`src/rtl/rr_mux4_arbiter.sv`:
```
// rr_mux4_arbiter
//   Round-robin arbiter and sequencer for a shared 4:1 data multiplexer.
//   Four requesters present req[i] and a WIDTH-bit word. One requester is
//   granted at a time. Its word is forwarded on a single valid/ready channel.
//   A grant is held for at most MAX_HOLD transferred beats. It is also
//   dropped as soon as the granted requester withdraws its request.
//   At least one IDLE cycle always separates two grants, so out_valid
//   never spans a grant change.
//
// Ports
//   clk        in   rising-edge clock
//   rst_n      in   asynchronous active-low reset
//   req        in   [3:0]         request per requester
//   in_data    in   [4*WIDTH-1:0] requester i at bits [i*WIDTH +: WIDTH]
//   out_ready  in   downstream accepts a beat when high
//   gnt        out  [3:0]         registered one-hot grant, 0 when idle
//   sel        out  [1:0]         registered mux select (index of grant)
//   out_data   out  [WIDTH-1:0]   in_data slice chosen by sel
//   out_valid  out  high when granted and req[sel] is high
//   busy       out  high while in GRANT
module rr_mux4_arbiter #(
    parameter int WIDTH    = 8,
    parameter int MAX_HOLD = 4
) (
    input  logic               clk,
    input  logic               rst_n,
    input  logic [3:0]         req,
    input  logic [4*WIDTH-1:0] in_data,
    input  logic               out_ready,
    output logic [3:0]         gnt,
    output logic [1:0]         sel,
    output logic [WIDTH-1:0]   out_data,
    output logic               out_valid,
    output logic               busy
);

    typedef enum logic {
        ST_IDLE  = 1'b0,
        ST_GRANT = 1'b1
    } state_t;

    // Value of beat_cnt at which the next accepted beat ends the tenure.
    localparam logic [7:0] LAST_BEAT = 8'(MAX_HOLD - 1);

    state_t     state_r, state_s;
    logic [3:0] gnt_r, gnt_s;
    logic [1:0] sel_r, sel_s;
    logic [1:0] ptr_r, ptr_s;
    logic [7:0] beat_cnt_r, beat_cnt_s;
    logic [1:0] winner_s;

    // First set request bit, searching from p upward with wrap-around.
    // The result is only meaningful when r is non-zero.
    function automatic logic [1:0] rr_pick(input logic [3:0] r, input logic [1:0] p);
        logic [1:0] idx;
        logic [1:0] win;
        logic       found;
        win   = p;
        found = 1'b0;
        for (int i = 0; i < 4; i++) begin
            idx = p + 2'(i);
            if (!found && r[idx]) begin
                win   = idx;
                found = 1'b1;
            end else begin
                found = found;
            end
        end
        return win;
    endfunction

    // Convert a 2-bit index to a one-hot 4-bit grant vector.
    function automatic logic [3:0] onehot4(input logic [1:0] idx);
        return 4'b0001 << idx;
    endfunction

    // Round-robin winner for the current request vector and pointer.
    always_comb begin
        winner_s = rr_pick(req, ptr_r);
    end

    // Next-state logic. The pointer moves past the released requester, so
    // that requester is searched last next time.
    always_comb begin
        state_s    = state_r;
        gnt_s      = gnt_r;
        sel_s      = sel_r;
        ptr_s      = ptr_r;
        beat_cnt_s = beat_cnt_r;
        case (state_r)
            ST_IDLE: begin
                if (req != 4'b0000) begin
                    state_s    = ST_GRANT;
                    gnt_s      = onehot4(winner_s);
                    sel_s      = winner_s;
                    beat_cnt_s = 8'd0;
                end else begin
                    state_s = ST_IDLE;
                end
            end
            ST_GRANT: begin
                if (!req[sel_r]) begin
                    // Requester withdrew: release without counting a beat.
                    state_s    = ST_IDLE;
                    gnt_s      = 4'b0000;
                    ptr_s      = sel_r + 2'd1;
                    beat_cnt_s = 8'd0;
                end else if (out_ready) begin
                    if (beat_cnt_r == LAST_BEAT) begin
                        state_s    = ST_IDLE;
                        gnt_s      = 4'b0000;
                        ptr_s      = sel_r + 2'd1;
                        beat_cnt_s = 8'd0;
                    end else begin
                        beat_cnt_s = beat_cnt_r + 8'd1;
                    end
                end else begin
                    // Stalled by downstream: hold everything.
                    beat_cnt_s = beat_cnt_r;
                end
            end
            default: begin
                state_s    = ST_IDLE;
                gnt_s      = 4'b0000;
                beat_cnt_s = 8'd0;
            end
        endcase
    end

    // State and control registers.
    always_ff @(posedge clk or negedge rst_n) begin
        if (!rst_n) begin
            state_r    <= ST_IDLE;
            gnt_r      <= 4'b0000;
            sel_r      <= 2'd0;
            ptr_r      <= 2'd0;
            beat_cnt_r <= 8'd0;
        end else begin
            state_r    <= state_s;
            gnt_r      <= gnt_s;
            sel_r      <= sel_s;
            ptr_r      <= ptr_s;
            beat_cnt_r <= beat_cnt_s;
        end
    end

    // Output decode. It is driven from the registers, so async reset
    // clears out_valid and busy at once.
    always_comb begin
        gnt      = gnt_r;
        sel      = sel_r;
        busy     = (state_r == ST_GRANT);
        out_data = in_data[sel_r*WIDTH +: WIDTH];
        if (state_r == ST_GRANT) begin
            out_valid = req[sel_r];
        end else begin
            out_valid = 1'b0;
        end
    end

endmodule

```
`config.mk`:
```
export PLATFORM = sky130hd
export DESIGN_NAME = rr_mux4_arbiter
export DESIGN_NICKNAME = d
export VERILOG_FILES = /design/src/rtl/rr_mux4_arbiter.sv
export SDC_FILE = /design/constraint.sdc
export NUM_CORES = 1
export LEC_CHECK = 0
export CAP_MARGIN = 15
export CORE_MARGIN = 2
export CORE_UTILIZATION = 41
export CTS_CLUSTER_SIZE = 40
export DETAILED_ROUTE_END_ITERATION = 7
export GPL_TIMING_DRIVEN = 0
export PLACE_DENSITY_LB_ADDON = 0.2
export SLEW_MARGIN = 30
export SYNTH_ARGS = -nofsm -noshare
export SYNTH_HDL_FRONTEND = slang
export SYNTH_SLANG_ARGS = --single-unit
```
`constraint.sdc`:
```
create_clock -name clk -period 2.4 [get_ports clk]
set_input_delay 0.48 -clock clk [delete_from_list [all_inputs] [get_ports clk]]
set_output_delay 0.48 -clock clk [all_outputs]
set_load 0.02 [all_outputs]
```
==> metrics.cfg <==
[die]
initial_core_util = 0.4288
die-area_um2 = 3303
core-area_um2 = 2734
die_y_um = 57.48
num_rows = 19
die_w_um = 57.48
io_pins = 55

[yosys]
synth_seq_area_share = 0.3629
syn_nets = 152
synth_area_um2 = 1172
syn_area_per_cell_um2 = 10.47
ys_ff_latch = 17
synthesis.instances = 112
synth_top_area_cell = dfrtp_1
synth_cell_types = 37
ys_top_cells_by_area = dfrtp_1, mux4_2, a21oi_1
yosysWarnings = 0
netlist.area_leader.share = 0.3629

[power]
ir_drop_uv = 684.6
internal-power_mw = 1.001
power_density_nw_per_um2 = 984.2
p_clk_frac = 0.094
switchingPower_mw = 0.7658
p_leak_nw = 0.7440
p_sw_frac = 0.4334
seq_power_share = 0.276
comb_power_share = 0.630

[worst_setup_path]
cp.required_ns = 1.92
crit_type = flop to output port
rr_worst_depth = 5
crit_slowest_cell = mux4_2
worst_setup_path_end_kind = output port
slowest_delay_ns = 0.52
path_buf_inv = 2
crit_path_start_kind = flop
crit_chain = buf_6 -> mux4_2 -> dlygate4sd2_1
critPathTopFamily = buffers and inverters
r2r_end = beat_cnt_r[5]
arrival_ns = 1.82
cp_max_fo = 10
regToRegSetupSlack_ns = 0.31
r2r_start = sel[0]

[route]
drt_wl_total_mm = 3.109
via_per_inst = 5.870
drtPass1Iterations = 4
drc = 0
first_iter_violations = 26
via_count = 1174
drtAntennaViolNets = 0
wire_per_inst_um = 15.55

[clock_tree]
cts.sinks = 17
path_clk_slew_ns = 0.12
cts_tree = built
ctsHoldBuffers = 0
cts.path.max_buffers = 2
clk_latency_ns = 0.31
cts_buffers = 3
cts_root_buf = clkbuf_4
htree_num_levels = 1

[timing]
tightestPinTransition_ns = 0.7544
hold_viol = 0
period_share = 0.9573
fin_worst_skew_ns = 0.01171
setup_viol = 0
finalMaxSlewViolations = 0
final.setup.tns_ns = 0
hold-worst-slack_ns = 0.5318
slew-limit-headroom = 0.4955
grt_setup_unrepaired = no
fmax_ghz = 0.4353
final_period_minus_worst_setup_slack_ns = 2.297

[cells_and_area]
n_antenna_cell = 0
fin_nets = 210
layout-drive-gt1-share = 0.1716
synthToLayoutAreaGrowth_pct = 53.15

[global_routing]
grt_pass1_vias = 1238
overflow = 0
grt_max_degree = 18
antenna_found_initial = 0
grt_pass1_wl_mm = 5.444
gr-usage-all-layers = 0.2107

[run_status]
outcome = finished, final reports clean

[worst_hold_path]
hold_path.class = flop to flop
whs_endpoint = beat_cnt_r[1]
min_from = beat_cnt_r[1]
hold_depth = 2

[placed_design]
numPortBuffers = 53
globalplace.congestion = 0.8261
dp_hpwl_mm = 2.497

[flow_run]
drv_cap = 0

## placed cells by master, fill, tap and decap left out, types with 3 or more instances in the layout
cell type	count
clkdlybuf4s50_1	41
dfrtp_1	15
mux4_2	9
inv_1	8
a21oi_1	8
dlygate4sd2_1	8
nand2_1	7
o21ai_0	6
clkbuf_4	4
nor2_1	4
nand3_1	4
o31ai_1	4
or4_1	4
o22ai_1	4
dlymetal6s2s_1	4
buf_6	3
mux2i_1	3
## through the flow
| step | instances | total power, mW | utilization | cell area, um^2 | setup slack [ns] |
|---|---|---|---|---|---|
| after CTS | 200 | 1.771 | 0.6485 | 1773 | 0.004649 |
| after global routing | 200 | 1.895 | 0.6568 | 1795 | 0.01341 |
| after detailed placement | 196 | 1.637 | 0.6371 | 1742 | -0.3309 |
| after global placement | 196 | 1.605 | 0.6371 | 1742 | -0.2968 |
| after floorplan | 112 | 1.173 | - | 1172 | 0.2611 |
| final | 200 | 1.767 | 0.6568 | 1795 | 0.1025 |
## cell type report
class | instances | area, um^2
clock buffer | 3 | 22.52
inverter | 8 | 30.03
buffer | 4 | 41.29
sequential | 17 | 427.9
timing repair buffer | 53 | 530.5
tap | 31 | 38.79
clock inverter | 1 | 5.005
multi-input combinational | 83 | 699.4
fill | 221 | 938.4
## synthesized netlist by cell type (all sizes together)
cell type	count
a211o	1
nor4	2
nand3	4
o31ai	4
inv	8
and2b	1
o22ai	5
o21bai	1
nor2	4
a21oi	8
nand2	7
a22o	1
o2bb2ai	2
nor2b	2
or4	4
mux2	2
nand3b	1
o21ai	6
nor3b	1
a311oi	1
and3	1
a21o	1
buf	3
clkbuf	1
nand2b	1
ha	1
a21boi	2
dfrtp	17
or3	2
o22a	1
and2	2
xor2	1
mux4	9
mux2i	3
nand4	2
## worst register-to-register path, cell delays in order (launching register included)
cell and delay, ns:
dfrtp_2 0.46, mux4_2 0.56, a22o_1 0.26, buf_6 0.15, or4_1 0.46, a21oi_1 0.15
## timing repair
item,CTS,global route
endpoints found under the setup margin,9,4
resized for setup,15,5
buffers inserted,0,0
gates cloned,0,0
## flip-flops by register name (all words and copies together) (netlist names)
register,flops
sel,2
gnt,4
beat_cnt_r,8
ptr_r,2
busy,1
## kinds of logic after synthesis
family / count (synthesis) / synth area share
buf+inv: 12 / 0.05122
xor+xnor: 1 / 0.007472
simple gates: 34 / 0.1654
mux: 14 / 0.2177
flops: 17 / 0.3629
compound gates: 33 / 0.1846
fa+ha+maj: 1 / 0.01067
## worst max-delay path by stage
stage / startpoint / end / slack, ns / depth (start not counted)
after floorplan: sel[0] / out_data[0] / 0.26 / 2
after global placement: sel[0] / out_data[5] / -0.30 / 3
after detailed placement: sel[0] / out_data[5] / -0.33 / 3
after CTS: req[1] / gnt[1] / 0.005 / 5
after global routing: sel[0] / out_data[5] / 0.01 / 3
final: sel[0] / out_data[5] / 0.10 / 3
## per-layer routing
layer  routed length, um  global-route usage  part of all wire
met5                   0                   0                 0
met1                1197              0.2475              0.39
met2                1596              0.3718              0.51
met3                 259             0.04535             0.083
met4                  56             0.08306             0.018
## power groups by stage
| stage | clock network (mW) | registers, mW | logic [mW] |
|---|---|---|---|
| global route | 0.180 | 0.503 | 1.21 |
| CTS | 0.167 | 0.485 | 1.12 |
| floorplan | 0 | 0.528 | 0.645 |
| detailed placement | 0 | 0.488 | 1.15 |
| finish | 0.166 | 0.487 | 1.11 |
| global placement | 0 | 0.475 | 1.13 |
Note: power is estimated with default switching activity, not from simulation.
